**config.mk**
```make
export PLATFORM = sky130hd
export DESIGN_NAME = acc_sequencer
export DESIGN_NICKNAME = d
export VERILOG_FILES = /design/src/rtl/acc_sequencer.sv
export SDC_FILE = /design/constraint.sdc
export NUM_CORES = 1
export LEC_CHECK = 0
export CAP_MARGIN = 5
export CORE_ASPECT_RATIO = 1.75
export CORE_MARGIN = 3
export CORE_UTILIZATION = 30
export DETAILED_ROUTE_END_ITERATION = 10
export HOLD_SLACK_MARGIN = 0.1
export SYNTH_ARGS = -nofsm -noshare
export SYNTH_HDL_FRONTEND = slang
export SYNTH_SLANG_ARGS = --single-unit
```
**constraint.sdc**
```tcl
create_clock -name clk -period 1.7 [get_ports clk]
set_input_delay 0.34 -clock clk [delete_from_list [all_inputs] [get_ports clk]]
set_output_delay 0.34 -clock clk [all_outputs]
set_load 0.01 [all_outputs]
```
**src/rtl/acc_sequencer.sv**
```systemverilog
// Instruction sequencer for the 8-bit accumulator datapath: fetch/decode/issue of control strobes.
// Optional retired-instruction counter enabled by defining ACC_SEQ_INSTR_COUNT_EN.
`timescale 1ns/1ps

module acc_sequencer (
  input  logic       clk,
  input  logic       reset,
  input  logic [7:0] instr_data,
  input  logic       instr_valid,
  output logic       instr_req,
  output logic       LoadAcc,
  output logic       DumpAcc,
  output logic       SelAcc0,
  output logic       SelAcc1,
  output logic [7:0] imm_out,
  output logic [3:0] reg_addr,
  output logic       reg_rd,
  output logic       reg_wr,
  output logic [1:0] alu_op,
  output logic       illegal,
  output logic       halted,
  output logic [15:0] instr_count
);

  // state  | meaning
  // IDLE   | first cycle out of reset, no request yet
  // FETCH  | requesting the instruction byte
  // DECODE | IR valid; NOP/illegal/HALT retire here
  // IMM    | requesting the LDI immediate byte
  // EXEC   | issue strobes; LDI/MOV retire here
  // WB     | ALU result loaded into accumulator; ALU retires here
  // HALT   | parked until reset

  typedef enum logic [2:0] {
    S_IDLE,
    S_FETCH,
    S_DECODE,
    S_IMM,
    S_EXEC,
    S_WB,
    S_HALT
  } state_t;

  state_t     state, state_nxt;
  logic [7:0] ir;
  logic [7:0] imm;

  logic [3:0] opcode;
  logic       is_nop, is_ldi, is_mov_ar, is_mov_ra, is_alu, is_halt, is_illegal;

  assign opcode     = ir[7:4];
  assign is_nop     = (opcode == 4'h0);
  assign is_ldi     = (opcode == 4'h1);
  assign is_mov_ar  = (opcode == 4'h2);
  assign is_mov_ra  = (opcode == 4'h3);
  assign is_alu     = (opcode[3:2] == 2'b01);
  assign is_halt    = (opcode == 4'hF);
  assign is_illegal = opcode[3] && !is_halt;

  always_ff @(posedge clk or posedge reset) begin
    if (reset) begin
      state <= S_IDLE;
      ir    <= 8'h00;
      imm   <= 8'h00;
    end else begin
      state <= state_nxt;
      if (state == S_FETCH && instr_valid) ir  <= instr_data;
      if (state == S_IMM   && instr_valid) imm <= instr_data;
    end
  end

  always_comb begin
    state_nxt = state;
    instr_req = 1'b0;
    LoadAcc   = 1'b0;
    DumpAcc   = 1'b0;
    SelAcc0   = 1'b0;
    SelAcc1   = 1'b0;
    imm_out   = 8'h00;
    reg_addr  = 4'h0;
    reg_rd    = 1'b0;
    reg_wr    = 1'b0;
    alu_op    = 2'b00;
    illegal   = 1'b0;
    halted    = 1'b0;
    case (state)
      S_IDLE: state_nxt = S_FETCH;
      S_FETCH: begin
        instr_req = 1'b1;
        if (instr_valid) state_nxt = S_DECODE;
      end
      S_DECODE: begin
        illegal = is_illegal;
        if (is_ldi)                      state_nxt = S_IMM;
        else if (is_mov_ar || is_mov_ra || is_alu) state_nxt = S_EXEC;
        else if (is_halt)                state_nxt = S_HALT;
        else                             state_nxt = S_FETCH;
      end
      S_IMM: begin
        instr_req = 1'b1;
        if (instr_valid) state_nxt = S_EXEC;
      end
      S_EXEC: begin
        state_nxt = S_FETCH;
        if (is_ldi) begin
          LoadAcc = 1'b1;
          imm_out = imm;
        end else if (is_mov_ar) begin
          reg_addr = ir[3:0];
          reg_rd   = 1'b1;
          SelAcc0  = 1'b1;
          LoadAcc  = 1'b1;
        end else if (is_mov_ra) begin
          reg_addr = ir[3:0];
          DumpAcc  = 1'b1;
          reg_wr   = 1'b1;
        end else if (is_alu) begin
          reg_addr  = ir[3:0];
          reg_rd    = 1'b1;
          alu_op    = ir[5:4];
          state_nxt = S_WB;
        end
      end
      S_WB: begin
        SelAcc1   = 1'b1;
        LoadAcc   = 1'b1;
        alu_op    = ir[5:4];
        state_nxt = S_FETCH;
      end
      S_HALT: halted = 1'b1;
      default: state_nxt = S_IDLE;
    endcase
  end

`ifdef ACC_SEQ_INSTR_COUNT_EN
  logic        retire;
  logic [15:0] count_q;

  // EXEC only retires for LDI/MOV; ALU instructions retire one cycle later in WB
  assign retire = (state == S_DECODE && (is_nop || is_illegal || is_halt)) ||
                  (state == S_EXEC && !is_alu) ||
                  (state == S_WB);

  always_ff @(posedge clk or posedge reset) begin
    if (reset)       count_q <= 16'h0000;
    else if (retire) count_q <= count_q + 16'd1;
  end

  assign instr_count = count_q;
`else
  assign instr_count = 16'h0000;
`endif

endmodule

```
Word level (Yosys, flattened, before mapping)
Index checks and enable logic that the tools add are counted.

word-level totals
  memories kept = 0
  bits in latches = 0
  logic and storage cells = 67
  memory bits (read-only) = 0
  output and inout bits = 39
  bits in writable memories = 0
  flip-flop bits (word level) = 19

operators by class
  multiply operators = 0
  multiplexer cells = 40
  divide/modulo/power cells = 0
  add/sub/neg operators = 0
  reduce and logical (&&, ||, !) cells = 10
  bitwise gates (word level) = 1
  shift operators = 0
  eq/ne operators = 13
  order comparisons = 0

operators with widths
  operator            number
  $mux 3              9
  $mux 4              5
  $pmux 3 s6          1
  $mux 1              17
  $mux 8              2
  $eq 3x3->1 const B  3
  $eq 4x2->1 const B  2
  $mux 2              4
  $eq 3x2->1 const B  2
  $eq 4x1->1 const B  1
  $eq 4x4->1 const B  1
  $ne 2x2->1 const B  2
  $pmux 2 s2          1
  $reduce_or 2->1     2
  $eq 3x1->1 const B  1
  $logic_and 1x1->1   3
  $logic_not 3->1     1
  $reduce_and 3->1    1
  $eq 2x1->1 const B  1
  $logic_or 1x1->1    2
  $pmux 1 s2          1
  $logic_not 1->1     1
  $not 1->1           1

Longest topological paths before layout
  depth after elaboration = 6
  depth in mapped cells = 5
  mapped depth without buffers = 3

Worst setup path after synthesis
No wires, ideal clock.

  kind = reg2out
  start = register state[1]
  end = output reg_wr
  required time = 1360 ps
  stages on the path, launching flop included = 5
  path buffers = 2
  slack = -353 ps
  arrival time = 1713 ps
  cells stage by stage = dfrtp_1 -> buf_6 -> or4b_4 -> nor4_1 -> buf_4

between the ends
  longest elaborated chain between the ends = 2

RTL lines
  what                      RTL line  source
  start: declaration        44        state_t state, state_nxt;
  start signal: assignment  66        state <= state_nxt;
  $eq 3x3->1                --
  $mux 1                    --
  end: declaration          18        output logic reg_wr,

No other way between the ends.

Worst setup path in the final report
  start = register ir[7]
  end = output imm_out[7]

between the ends
  longest elaborated chain between the ends = 3

RTL lines
  what                      RTL line  source
  start: declaration        45        logic [7:0] ir;
  start signal: assignment  67        if (state == S_FETCH && instr_valid) ir <= instr_data;
  $eq 4x1->1                53        assign is_ldi = (opcode == 4'h1);
  $mux 8                    105       if (is_ldi) begin
  $mux 8                    86        case (state)
  end: declaration          15        output logic [7:0] imm_out,

No other way between the ends.

==> impl_metrics.toml <==
[critical_path]
critPathMaxStageDelay_ns = 0.57
crit_end = "imm_out[7]"
cp_max_fo = 3
end_kind = "primary output"
slowest_stage = "or4b_4"
rr_worst_depth = 4
r2r-start = "state[1]"
reg2reg_setup_slack_ns = 0.14
path_cells = "or4b_4 -> nor4_4 -> buf_4 -> buf_6 -> buf_6 -> and2_4 -> buf_4"
cp-startpoint = "ir[7]"
arrival_ns = 1.90
worstSetupPathType = "flop to primary output"
critPathRequiredTime_ns = 1.36
startpoint_type = "flop"
timing.rr.end = "ir[3]"

[synthesis]
synth_top_area_share_pct = 41.1
netlist_instances = 112
synth_area_per_cell_um2 = 10.3
ys_warn_count = 0
async_reset_ff_share_pct = 100
synthTopCellsByArea = "dfrtp_1 41%, mux2_2 14%, buf_4 11%"
synth_top_area_cell = "dfrtp_1"
synth-seq-cells = 19
synth_area_um2 = 1160
yosysMostFrequentCell = "dfrtp_1"
synth_common_cells = "19 x dfrtp_1, 17 x buf_4, 14 x and2_1, 14 x mux2_2, 6 x o21ai_0"
yosys.cell_types.count = 30
seq_area_frac_synth_pct = 41.1
synth_edf_count = 0
synth_ff_type = "dfrtp_1"

[cts]
clock_path_buffers = 2
clock_latency_ns = 0.25
cts_root_buf = "clkbuf_8"
clock_sinks = 19
h-tree-depth = 1
cts_buffers = 3
cts_tree = "done"
path_clk_slew_ns = 0.06

[timing]
worst_hold_slack_ns = 0.403
period_share_pct = 132
fin_skew_ns = 0.00238
rsz0062_at_grt = "true"
max_freq_mhz = 445
report.final.slew_viol_count = 0
final-setup-viol-count = 18
setup_slack_ns = -0.545
period_minus_slack_ns = 2.24
hold_viol = 0

[power]
peakVddDrop_mv = 0.660
p_leak_nw = 0.934
clkPwrFrac_pct = 37.0
p_switching_w = 0.000164
seq_power_share_pct = 56.1
power.internal_w = 0.000642
total_power_w = 0.000806
sw_frac_of_total_pct = 20.3
power.density_nw_per_um2 = 444
combPwrFrac_pct = 6.9

[floorplanning]
coreArea_um2 = 3660
die_area_um2 = 4660
rows = 29
die_width_um = 52.9
die_h_um = 88.1
initial_core_util_pct = 31.5
io_pins = 50

[routing]
first_pass_iters = 2
drt_iter0_drc = 12
wl_per_cell_um = 12.6
top_layer = "met4"
routed-wl-met3_um = 170
drc_errors = 0
wl_met2_um = 1600
vias_per_cell = 4.47
met1Wirelength_um = 978
wl_um = 2790
ant_nets = 0
vias = 987

[placement]
port_buffers = 33
dp_hpwl_um = 2040
dp.cells = 204
place_congestion = 0.795
pre_cts_slack_ns = -0.583

[global_route]
grt_pass1_vias = 974
grt.total_usage_pct = 12.5
grt_overflow = 0
grt_pass1_wl_um = 4280
grt_max_degree = 20
antenna_found_initial = 0

[cells_and_area]
syn_to_final_growth_pct = 57.0
fill_cells = 346
finalNonFillerCells = 221
diodes = 0
fin_util_pct = 49.5
fin_nets = 187
drive_gt1_share_pct = 54.9

[outcome]
violations = "negative setup slack"
status = "finished with violations"

[job]
drv_cap = 0

[hold_path]
hold_class = "primary input to async pin"
[critical path: cells and delay by family (launching register included)]
family | cells | cell delay, ns
DFF | 1 | 0.37
buffers and inverters | 4 | 0.46
and+or+nand+nor | 3 | 0.83
[layer usage]
metal	vias up	GRT usage, %
met2	36	22.9
li1	475	-
met4	0	6.28
met5	-	0
met3	4	1.87
met1	472	13.2
[power groups by stage]
stage          logic (W)  clock network, W  registers [W]
2_1_floorplan  0.0000506                 0       0.000461
3_3_place_gp   0.0000549                 0       0.000460
3_5_place_dp   0.0000559                 0       0.000460
4_1_cts        0.0000557          0.000312       0.000452
5_1_grt        0.0000622          0.000330       0.000452
6_report       0.0000555          0.000299       0.000452
[how the worst min path moves through the flow]
stage | endpoint | slack (ns) | cells after the start
global route | imm[6] | 0.43 | 3
detailed placement | imm[1] | 0.49 | 1
global placement | imm[4] | 0.48 | 1
floorplan | imm[0] | 0.29 | 1
CTS | imm[0] | 0.40 | 3
finish | imm[6] | 0.40 | 3
[registers in the layout (all words and copies together) (netlist names)]
| register | count |
|---|---|
| imm | 8 |
| ir | 8 |
| state | 3 |
[kinds of logic (layout without fill, tap and decap cells)]
logic type                count (synthesis)  after routing  share of synthesized area, %
other                                     1             16                         0.324
DFF                                      19             19                          41.1
buffers and inverters                    25             73                          14.4
and+or+nand+nor                          37             37                          21.4
AOI/OAI and AO/OA                        14             14                          7.58
muxes                                    14             14                          13.6
xor gates and xnor gates                  2              2                          1.52
[metrics by stage]
step	cell area (um2)	setup TNS, ns
after global placement	1610	-9.15
after floorplan	1230	-1.42
after detailed placement	1610	-9.38
after global routing	1820	-8.98
after CTS	1710	-7.68
final	1820	-7.37
[area by class of cell]
| cell class | instances | area (um2) | area share [%] |
|---|---|---|---|
| Timing Repair Buffer | 65 | 554 | 30.5 |
| Multi-Input combinational cell | 83 | 666 | 36.7 |
| Tap cell | 46 | 57.6 | 3.17 |
| Inverter | 4 | 15.0 | 0.827 |
| Sequential cell | 19 | 478 | 26.3 |
| Clock buffer | 4 | 45.0 | 2.48 |
[what timing repair did]
action | CTS | global route
endpoints found under the hold margin | 0 | 0
hold buffers | 0 | 0
pin swaps | 7 | 4
endpoints found under the setup margin | 23 | 22
gates resized for setup | 105 | 25
gates cloned | 0 | 0
buffers inserted | 9 | 7
[cells in the final DEF (no fill, tap or decap), types with 2 or more instances in the layout]
master	n
buf_4	23
dfrtp_1	17
buf_6	17
conb_1	16
mux2_2	14
buf_2	11
clkdlybuf4s50_1	10
and2_4	9
o21ai_0	5
and2_1	5
inv_1	4
nor2b_1	3
nor4_4	3
clkbuf_8	3
nand2_1	2
a22oi_1	2
nand3_2	2
a21oi_1	2
o21a_1	2
nor2_1	2
nor2_2	2
dfrtp_2	2
Note: power is estimated with default switching activity, not from simulation.
